==> config.mk <==
export PLATFORM = sky130hd
export DESIGN_NAME = gray_ptr_ctrl
export DESIGN_NICKNAME = d
export VERILOG_FILES = /design/src/rtl/gray_ptr_ctrl.sv
export SDC_FILE = /design/constraint.sdc
export NUM_CORES = 1
export LEC_CHECK = 0
export ABC_AREA = 1
export CORE_AREA = 2 2 65 67
export CTS_BUF_LIST = sky130_fd_sc_hd__clkbuf_8
export DETAILED_ROUTE_END_ITERATION = 8
export DIE_AREA = 0 0 67 69
export GPL_TIMING_DRIVEN = 0
export PLACE_DENSITY = 0.85
export SYNTH_ARGS = -nofsm -noshare
export SYNTH_HDL_FRONTEND = slang
export SYNTH_SLANG_ARGS = --single-unit
==> constraint.sdc <==
create_clock -name clk -period 6.7 [get_ports clk]
set_input_delay 1.34 -clock clk [delete_from_list [all_inputs] [get_ports clk]]
set_output_delay 1.34 -clock clk [all_outputs]
set_load 0.02 [all_outputs]
==> src/rtl/gray_ptr_ctrl.sv <==
`default_nettype none
// ============================================================================
// Module   : gray_ptr_ctrl
// Brief    : One side of an async FIFO pointer pair: binary/Gray pointer,
//            registered full (MODE 0) or empty (MODE 1) flag and fill level.
// Revision : 1.0 - initial release
// ============================================================================
module gray_ptr_ctrl #(
  parameter int K    = 8,
  parameter int MODE = 0
) (
  input  logic         clk,
  input  logic         rst_n,
  input  logic         inc,
  input  logic [K:0]   remote_gray,
  output logic         accept,
  output logic [K-1:0] addr,
  output logic [K:0]   ptr_bin,
  output logic [K:0]   ptr_gray,
  output logic         flag,
  output logic [K:0]   level
);

  // The read side comes out of reset empty; the write side is not full.
  localparam logic c_FLAG_RST = (MODE == 1);

  logic [K:0] r_ptr_bin;
  logic [K:0] r_ptr_gray;
  logic [K:0] r_level;
  logic       r_flag;

  logic       w_accept;
  logic [K:0] w_bin_next;
  logic [K:0] w_gray_next;
  logic [K:0] w_rem_bin;
  logic [K:0] w_level_next;
  logic       w_flag_next;

  assign w_accept    = inc & ~r_flag;
  assign w_bin_next  = r_ptr_bin + {{K{1'b0}}, w_accept};
  assign w_gray_next = (w_bin_next >> 1) ^ w_bin_next;

  // Each binary bit is the XOR of all Gray bits at or above it.
  for (genvar gi = 0; gi <= K; gi++) begin : g_rem_dec
    assign w_rem_bin[gi] = ^(remote_gray >> gi);
  end

  if (MODE == 0) begin : g_wr_side
    // Full when we are exactly one lap ahead: top two Gray bits inverted.
    localparam logic [K:0] c_FULL_MASK = {(K+1){1'b1}} << (K-1);
    assign w_flag_next  = (w_gray_next == (remote_gray ^ c_FULL_MASK));
    assign w_level_next = w_bin_next - w_rem_bin;
  end else begin : g_rd_side
    assign w_flag_next  = (w_gray_next == remote_gray);
    assign w_level_next = w_rem_bin - w_bin_next;
  end

  always_ff @(posedge clk or negedge rst_n) begin
    if (!rst_n) begin
      r_ptr_bin  <= '0;
      r_ptr_gray <= '0;
      r_level    <= '0;
      r_flag     <= c_FLAG_RST;
    end else begin
      if (w_accept) begin
        r_ptr_bin  <= w_bin_next;
        r_ptr_gray <= w_gray_next;
      end
      // Flag and level track remote moves even without a local request.
      r_flag  <= w_flag_next;
      r_level <= w_level_next;
    end
  end

  assign accept   = w_accept;
  assign addr     = r_ptr_bin[K-1:0];
  assign ptr_bin  = r_ptr_bin;
  assign ptr_gray = r_ptr_gray;
  assign flag     = r_flag;
  assign level    = r_level;

endmodule
`default_nettype wire

==> impl_metrics.toml, run 1 <==
[global_route]
busiest_layer = "met2"
met2_usage_pct = 34.21
overflow = 0
grtUsageMet1_pct = 27.20
antenna_found_initial = 0
grt_pass1_wl_um = 7583
grt_use_met3_pct = 3.426
grt_start_max_net_pins = 28
grt.total_usage_pct = 20.71
grt_pass1_vias = 1825

[routing]
wire_per_inst_um = 11.38
routed_wl_um = 4508
antenna_left = 0
vias_per_cell = 4.919
drtPass1Iterations = 4
post-route-drc-count = 0
first_iter_violations = 107
vias = 1948

[synthesis]
ys_seq_area_share_pct = 32.28
yosys_warnings = 0
synth_top_area_share_pct = 32.28
avgSynthCellArea_um2 = 7.120
synth_top_area_cell = "dfrtp_1"
synthTopCellsByArea = "dfrtp_1, nand2_1, inv_1"
synth_cells = 294
syn-cell-area_um2 = 2093
syn_nets = 316
ys_ff_latch = 27
synth.distinct_cells = 28

[timing]
final.setup.tns_ns = 0
period_minus_slack_ns = 4.182
skew_ns = 0.004471
final_max_slew_viol_count = 0
setup_viol = 0
fmax_mhz = 239.1
grt_setup_unrepaired = "false"
slew_headroom_pct = 60.87
fin_crit_sh_pct = 62.41
hold_viol_final = 0
fin_ws_ns = 2.518
tightest_slew_ns = 0.5870

[run_status]
outcome = "complete, no violations"

[setup_path]
crit_required_ns = 5.36
cp-start-kind = "primary input"
crit_fanout = 4
cp_data_arrival_time_ns = 2.84
crit_slowest_cell = "clkdlybuf4s50_1"
r2r_slack_ns = 3.99
crit_family = "buffers and inverters"
r2r_start = "flag"
path_cells = "clkdlybuf4s50_1 > inv_1 > nor2_1 > clkdlybuf4s50_1"
cp_common_cell = "clkdlybuf4s50_1"
worst-path-buf-inv = 3
slowest_delay_ns = 0.69
worstSetupPathType = "primary input to output port"
worst_setup_path_end_kind = "output port"
worstRegToRegCells = 13
worstReg2RegEnd = "level[8]"

[floorplan]
core-area_um2 = 3914
start_util_pct = 53.48
die_w_um = 67
die_y_um = 69
ios = 49
rows = 23
fp.dieArea_um2 = 4623

[final_layout]
finalCoreUtilization_pct = 68.41
fill_cells = 338
stdcell_count = 396
regArea_um2 = 675.6
drive_gt1_share_pct = 13.58
fin_nets = 369
antenna_cells = 0
area_growth_pct = 27.91
multi_input_area_um2 = 1177

[cts]
cts_num_sinks = 27
post_cts_buffers = 0
postCtsHoldBufs = 0
cts_tree = "done"
cts_buffer_depth = 2
numCtsBuffers = 3
htree_levels = 1
path_clk_slew_ns = 0.10
clkLatencyLatePin_ns = 0.28
clockRootBuffer = "clkbuf_8"
cts-resized-gates = 0

[job]
max_cap_viol_count = 0

[min_path]
hp-class = "flip-flop to flip-flop"
hold_start = "ptr_gray[5]"
hold_depth = 2
min_to = "ptr_gray[5]"

[pwr]
powerDensity_nw_per_um2 = 347.1
p_leak_nw = 1.392
irDropWorstVdd_v = 0.0002330
power_mw = 0.9293

[placed_design]
gp_congestion = 0.8633
portBuffers = 48
dp.final_hpwl_um = 3653
dp.cells = 392
pre_cts_slack_ns = 2.558
[routing by layer]
layer / vias to the layer above / share of wire, %
met4: 0 / 1.8
met1: 893 / 47
met2: 43 / 48
met3: 8 / 3.9
li1: 1004 / -
met5: - / 0
[flip-flops by register name, indices dropped and copies added (netlist names)]
signal / flops
ptr_bin: 8
level: 9
ptr_gray: 9
flag: 1
[where the power goes]
part           switching (mW)  internal [mW]
combinational           0.325          0.247
sequential             0.0416          0.218
clock                  0.0558         0.0418
total                   0.422          0.507
[cell families (layout without fill, tap and decap cells)]
kind of cell               count (synthesis)  count (layout)  synth area share, %
buffers and inverters                     55             107                11.48
AOI/OAI and AO/OA                         23              23                5.858
DFF                                       27              27                32.28
xor gates and xnor gates                  17              17                8.547
and+or+nand+nor                          162             162                35.51
adders and majority gates                 10              10                6.336
[how the worst max path moves through the flow]
stage / from / end / slack, ns / cells after the start
after floorplan: inc / level[7] / 3.15 / 14
after global placement: inc / accept / 2.54 / 4
after detailed placement: inc / accept / 2.56 / 4
after CTS: inc / accept / 2.56 / 4
after global routing: inc / accept / 2.43 / 4
final: inc / accept / 2.52 / 4
[synthesized netlist by cell type]
cell	n
nand2_1	102
inv_1	35
dfrtp_1	27
nand3_1	19
o21ai_0	18
nor2_1	13
nand2_2	12
buf_4	9
ha_1	9
inv_2	7
xor2_1	7
xnor2_1	6
xor2_2	4
clkbuf_1	3
nand3_2	3
nor2_2	3
o21bai_1	3
a21oi_1	2
nand4_1	2
nor3_1	2
clkinv_1	1
fa_1	1
nand2_4	1
nand3_4	1
nand3b_1	1
nor2_4	1
nor3_4	1
or2_1	1
[cell type report]
type | count | area share, %
Sequential cell | 27 | 25.23
Multi-Input combinational cell | 212 | 43.97
Tap cell | 50 | 2.336
Inverter | 43 | 6.028
Buffer | 12 | 2.944
Clock buffer | 3 | 1.542
Clock inverter | 1 | 0.1869
Timing Repair Buffer | 48 | 17.76
[layout by cell type (no fill, tap or decap), types with 3 or more instances in the layout]
master and count:
buf_4 9, dfrtp_1 27, nor2_2 3, o21ai_0 18, inv_1 35, nor2_1 13, xor2_2 4, inv_2 7
ha_1 9, o21bai_1 3, clkdlybuf4s50_1 47, clkbuf_8 3, nand3_2 3, nand2_1 102, xor2_1 7, xnor2_1 6
nand3_1 19, nand2_2 12, clkbuf_1 3
[worst register-to-register path: stages (launching register included)]
cell     delay, ns
dfrtp_1       0.39
nor2_1        0.35
ha_1          0.23
ha_1          0.22
nand3_4       0.14
nor2_4        0.13
xor2_2        0.22
inv_2         0.08
ha_1          0.34
nand2_1       0.08
nor3_1        0.19
nand2_1       0.11
nand3_1       0.08
nand2_1       0.05
[per-stage QoR]
| stage | hold WS [ns] | area, um2 |
|---|---|---|
| finish | 0.4935 | 2678 |
| global route | 0.5232 | 2678 |
| CTS | 0.4970 | 2683 |
| detailed placement | 0.4729 | 2636 |
| global placement | 0.4676 | 2636 |
| floorplan | 0.5929 | 2093 |
Note: power is estimated with default switching activity, not from simulation.
==> run 2: changes to the inputs <==
--- a/config.mk
+++ b/config.mk
@@ -6,12 +6,12 @@
 export NUM_CORES = 1
 export LEC_CHECK = 0
 export ABC_AREA = 1
-export CORE_AREA = 2 2 65 67
+export CORE_AREA = 2 2 67 69
 export CTS_BUF_LIST = sky130_fd_sc_hd__clkbuf_8
 export DETAILED_ROUTE_END_ITERATION = 8
-export DIE_AREA = 0 0 67 69
+export DIE_AREA = 0 0 69 71
 export GPL_TIMING_DRIVEN = 0
-export PLACE_DENSITY = 0.85
+export PLACE_DENSITY = 0.8
 export SYNTH_ARGS = -nofsm -noshare
 export SYNTH_HDL_FRONTEND = slang
 export SYNTH_SLANG_ARGS = --single-unit
==> constraint.sdc (replaced) <==
create_clock -name clk -period 4 [get_ports clk]
set_input_delay 0.8 -clock clk [delete_from_list [all_inputs] [get_ports clk]]
set_output_delay 0.8 -clock clk [all_outputs]
set_load 0.02 [all_outputs]
==> impl_metrics.toml, run 2 (synthesis results as in run 1) <==
[run_status]
outcome = "complete, no violations"

[min_path]
hold_start = "ptr_gray[3]"
hp-class = "flip-flop to flip-flop"

[global_route]
antenna_found_initial = 0
grt_pass1_wl_um = 7893
grt_pass1_vias = 1827
overflow = 0
grt.total_usage_pct = 19.67
grt_start_max_net_pins = 28

[floorplan]
start_util_pct = 49.79
core-area_um2 = 4204
rows = 24
ios = 49
die_y_um = 71
die_w_um = 69
fp.dieArea_um2 = 4899

[cts]
path_clk_slew_ns = 0.10
cts_num_sinks = 27
cts_tree = "done"
clockRootBuffer = "clkbuf_8"
htree_levels = 1
cts-resized-gates = 0
cts_buffer_depth = 2
post_cts_buffers = 0
postCtsHoldBufs = 0
clkLatencyLatePin_ns = 0.28
numCtsBuffers = 3

[job]
max_cap_viol_count = 0

[final_layout]
fill_cells = 401
stdcell_area_um2 = 2683
area_growth_pct = 28.15
layout_commonest_cell = "nand2_1"
finalCoreUtilization_pct = 63.81
fin_nets = 369
antenna_cells = 0
final_cell_mix = "nand2_1, clkdlybuf4s50_1, inv_1, dfrtp_1, nand3_1"
stdcell_count = 398
drive_gt1_share_pct = 13.58

[routing]
vias_per_cell = 4.950
routed_wl_um = 4627
drtPass1Iterations = 4
wire_per_inst_um = 11.63
first_iter_violations = 120
post-route-drc-count = 0
antenna_left = 0
vias = 1970

[setup_path]
crit_required_ns = 4.18
crit_fanout = 4
r2r_start = "flag"
cp-start-kind = "primary input"
worst_setup_path_end_kind = "flip-flop"
worstSetupPathType = "primary input to flip-flop"
startpoint = "inc"
r2r_slack_ns = 1.32
cp_data_arrival_time_ns = 3.47

[timing]
final_max_slew_viol_count = 0
fmax_mhz = 303.4
setup_viol = 0
final.setup.tns_ns = 0
slew_headroom_pct = 60.34
tightest_slew_ns = 0.5949
skew_ns = 0.007709
whs_ns = 0.4910
hold_viol_final = 0
fin_crit_sh_pct = 82.41
fin_ws_ns = 0.7037
period_minus_slack_ns = 3.296
grt_setup_unrepaired = "false"

[placed_design]
portBuffers = 48
post_dp_cell_area_um2 = 2639
pre_cts_slack_ns = 0.3622
gp_congestion = 0.8850
dp.cells = 394
dp.final_hpwl_um = 3652

[pwr]
power_mw = 1.561
irDropWorstVdd_v = 0.0003924
p_leak_nw = 1.388
powerDensity_nw_per_um2 = 581.9
run 2: where the power goes:
part / internal (mW) / total (mW) / switching, mW
sequential: 0.366 / 0.438 / 0.0719
clock: 0.0710 / 0.164 / 0.0926
combinational: 0.416 / 0.960 / 0.544
run 2: final cells by class:
cell class	instances	area, um2	share of cell area [%]
multi-input combinational	212	1177	43.89
clock inverter	1	7.507	0.2799
clock buffer	3	41.29	1.539
tap	52	65.06	2.425
buffer	12	78.83	2.938
sequential	27	675.6	25.19
timing repair buffer	48	475.5	17.72
inverter	43	161.4	6.017
run 2: routing by layer:
metal,vias to the layer above,part of all wire [%],global-route usage (%),routed length [um]
met5,-,0,0,0
met4,0,1.6,8.061,74
met3,8,3.4,1.852,158
met2,50,49,34.83,2275
met1,913,46,24.77,2119
li1,999,-,-,-
run 2: worst paths after layout:
kind,cells past startpoint,to
setup / recovery,15,level[7]
hold / removal,2,ptr_gray[3]
setup reg to reg,13,level[7]
hold reg to reg,2,ptr_gray[3]
max in group asynchronous,1,ptr_gray[7]
min in group asynchronous,1,level[2]
run 2: critical path, stage by stage:
cell             delay, ns
clkdlybuf4s50_1       0.45
inv_1                 0.04
nor2_1                0.32
ha_1                  0.23
ha_1                  0.22
nand3_4               0.14
nor2_4                0.13
xor2_2                0.23
inv_2                 0.08
ha_1                  0.34
nand2_1               0.08
nor3_1                0.16
nand2_1               0.10
nand3_1               0.09
nand2_1               0.06
==> run 3: changes to the inputs <==
--- a/config.mk
+++ b/config.mk
@@ -6,12 +6,12 @@
 export NUM_CORES = 1
 export LEC_CHECK = 0
 export ABC_AREA = 1
-export CORE_AREA = 2 2 67 69
+export CORE_AREA = 2 2 70 72
 export CTS_BUF_LIST = sky130_fd_sc_hd__clkbuf_8
 export DETAILED_ROUTE_END_ITERATION = 8
-export DIE_AREA = 0 0 69 71
+export DIE_AREA = 0 0 72 74
 export GPL_TIMING_DRIVEN = 0
-export PLACE_DENSITY = 0.8
+export PLACE_DENSITY = 0.77
 export SYNTH_ARGS = -nofsm -noshare
 export SYNTH_HDL_FRONTEND = slang
 export SYNTH_SLANG_ARGS = --single-unit
==> constraint.sdc (replaced) <==
create_clock -name clk -period 2.9 [get_ports clk]
set_input_delay 0.58 -clock clk [delete_from_list [all_inputs] [get_ports clk]]
set_output_delay 0.58 -clock clk [all_outputs]
set_load 0.02 [all_outputs]
==> impl_metrics.toml, run 3 (synthesis results as in run 1) <==
[global_route]
overflow = 0
grt_start_max_net_pins = 28
antenna_found_initial = 0
grt.total_usage_pct = 17.27
grt_pass1_wl_um = 7272
grt_pass1_vias = 1662

[setup_path]
crit_family = "simple AND/OR/NAND/NOR gates"
path_cells = "clkdlybuf4s50_1 > inv_1 > nor2_4 > ha_4 > ha_4 > nand3_4 > nor2_4 > xor2_4 > inv_2 > ha_4 > nand2_1 > nor3_1 > nand2_1 > nand3_1 > nand2_1"
worst-path-buf-inv = 3
crit_required_ns = 3.08
crit_slowest_cell = "clkdlybuf4s50_1"
slowest_delay_ns = 0.45
cp_data_arrival_time_ns = 2.96
startpoint = "inc"
crit_fanout = 4
worstSetupPathType = "primary input to flip-flop"
worst_setup_path_end_kind = "flip-flop"
cp-start-kind = "primary input"
r2r_start = "flag"

[timing]
final_max_slew_viol_count = 0
setup_viol = 0
hold_viol_final = 0
fin_crit_sh_pct = 95.86
period_minus_slack_ns = 2.780
fmax_mhz = 359.7
final.setup.tns_ns = 0
grt_setup_unrepaired = "true"
tightest_slew_ns = 0.6166
slew_headroom_pct = 58.89
skew_ns = 0.006579

[floorplan]
start_util_pct = 45.52
rows = 25
fp.dieArea_um2 = 5328
core-area_um2 = 4598
die_y_um = 74
ios = 49
die_w_um = 72

[min_path]
hp-class = "primary input to async pin"

[run_status]
outcome = "complete, no violations"

[cts]
clkLatencyLatePin_ns = 0.28
cts_num_sinks = 27
cts_buffer_depth = 2
path_clk_slew_ns = 0.10
numCtsBuffers = 3
cts_tree = "done"
htree_levels = 1
clockRootBuffer = "clkbuf_8"

[pwr]
p_leak_nw = 1.462
powerDensity_nw_per_um2 = 782.9
irDropWorstVdd_v = 0.0004714
power_mw = 2.208

[final_layout]
final_cell_mix = "nand2_1, clkdlybuf4s50_1, inv_1, dfrtp_1, o21ai_0"
area_growth_pct = 34.73
stdcell_count = 405
antenna_cells = 0
layout_commonest_cell = "nand2_1"
fin_nets = 374
finalCoreUtilization_pct = 61.33
drive_gt1_share_pct = 17.09

[placed_design]
gp_congestion = 0.8364
dp.final_hpwl_um = 3538
portBuffers = 48
dp.cells = 396

[routing]
antenna_left = 0
post-route-drc-count = 0
vias_per_cell = 4.790
vias = 1940
first_iter_violations = 129
wire_per_inst_um = 11.56
drtPass1Iterations = 4
routed_wl_um = 4682

[job]
max_cap_viol_count = 0
## run 3: changes by cell type in the layout (fill, tap and decap cells not counted), sizes merged
cell / previous run / this run
buf: 10 / 15
clkdlybuf4s50: 47 / 43
clkinvlp: 1 / 0
dlymetal6s2s: 0 / 4
inv: 42 / 43
## run 3: final timing paths
check	endpoint	slack, ns	cells after the start
worst max-delay path	level[7]	0.12	15
worst min-delay path	level[2]	0.30	1
worst max register to register	level[7]	0.55	13
worst min register to register	ptr_gray[7]	0.49	2
max in group asynchronous	flag	2.19	1
min in group clk	ptr_gray[7]	0.49	2
## run 3: report_power, final
part	leakage, nW	internal, mW	switching [mW]	total [mW]
combinational	1.09	0.615	0.765	1.38
sequential	0.342	0.504	0.102	0.606
clock	0.0269	0.0953	0.126	0.222
## run 3: final cells by class
cell class / instances / area, um2
Fill cell: 436 / 1778
Clock inverter: 1 / 3.754
Inverter: 43 / 161.4
Sequential cell: 27 / 675.6
Timing Repair Buffer: 53 / 523.0
Multi-Input combinational cell: 212 / 1269
Buffer: 12 / 78.83
Clock buffer: 3 / 41.29
Tap cell: 54 / 67.56
## run 3: timing repair
| item | 4_1_cts | 5_1_grt |
|---|---|---|
| endpoints found under the setup margin | 2 | 6 |
| setup buffers | 0 | 5 |
| pin swaps | 0 | 3 |
| gates resized for setup | 2 | 17 |
| hold buffers | 0 | 0 |
## run 3: metal layers
metal	vias to the layer above	track usage (%)	share of wire, %	wire length, um
li1	1014	-	-	-
met1	883	22.88	47	2217
met2	38	30.45	48	2267
met3	5	1.897	3.3	153
met4	0	4.403	0.94	44
met5	-	0	0	0
## run 3: through the flow
step                      hold slack [ns]  instance area [um2]  setup WS, ns
after floorplan                    0.2844                 2093        0.1088
after global placement             0.4695                 2641       -0.4464
after detailed placement           0.4732                 2641       -0.4717
after CTS                          0.4981                 2694      0.005654
after global routing               0.3528                 2820      -0.03985
final                              0.2981                 2820        0.1201
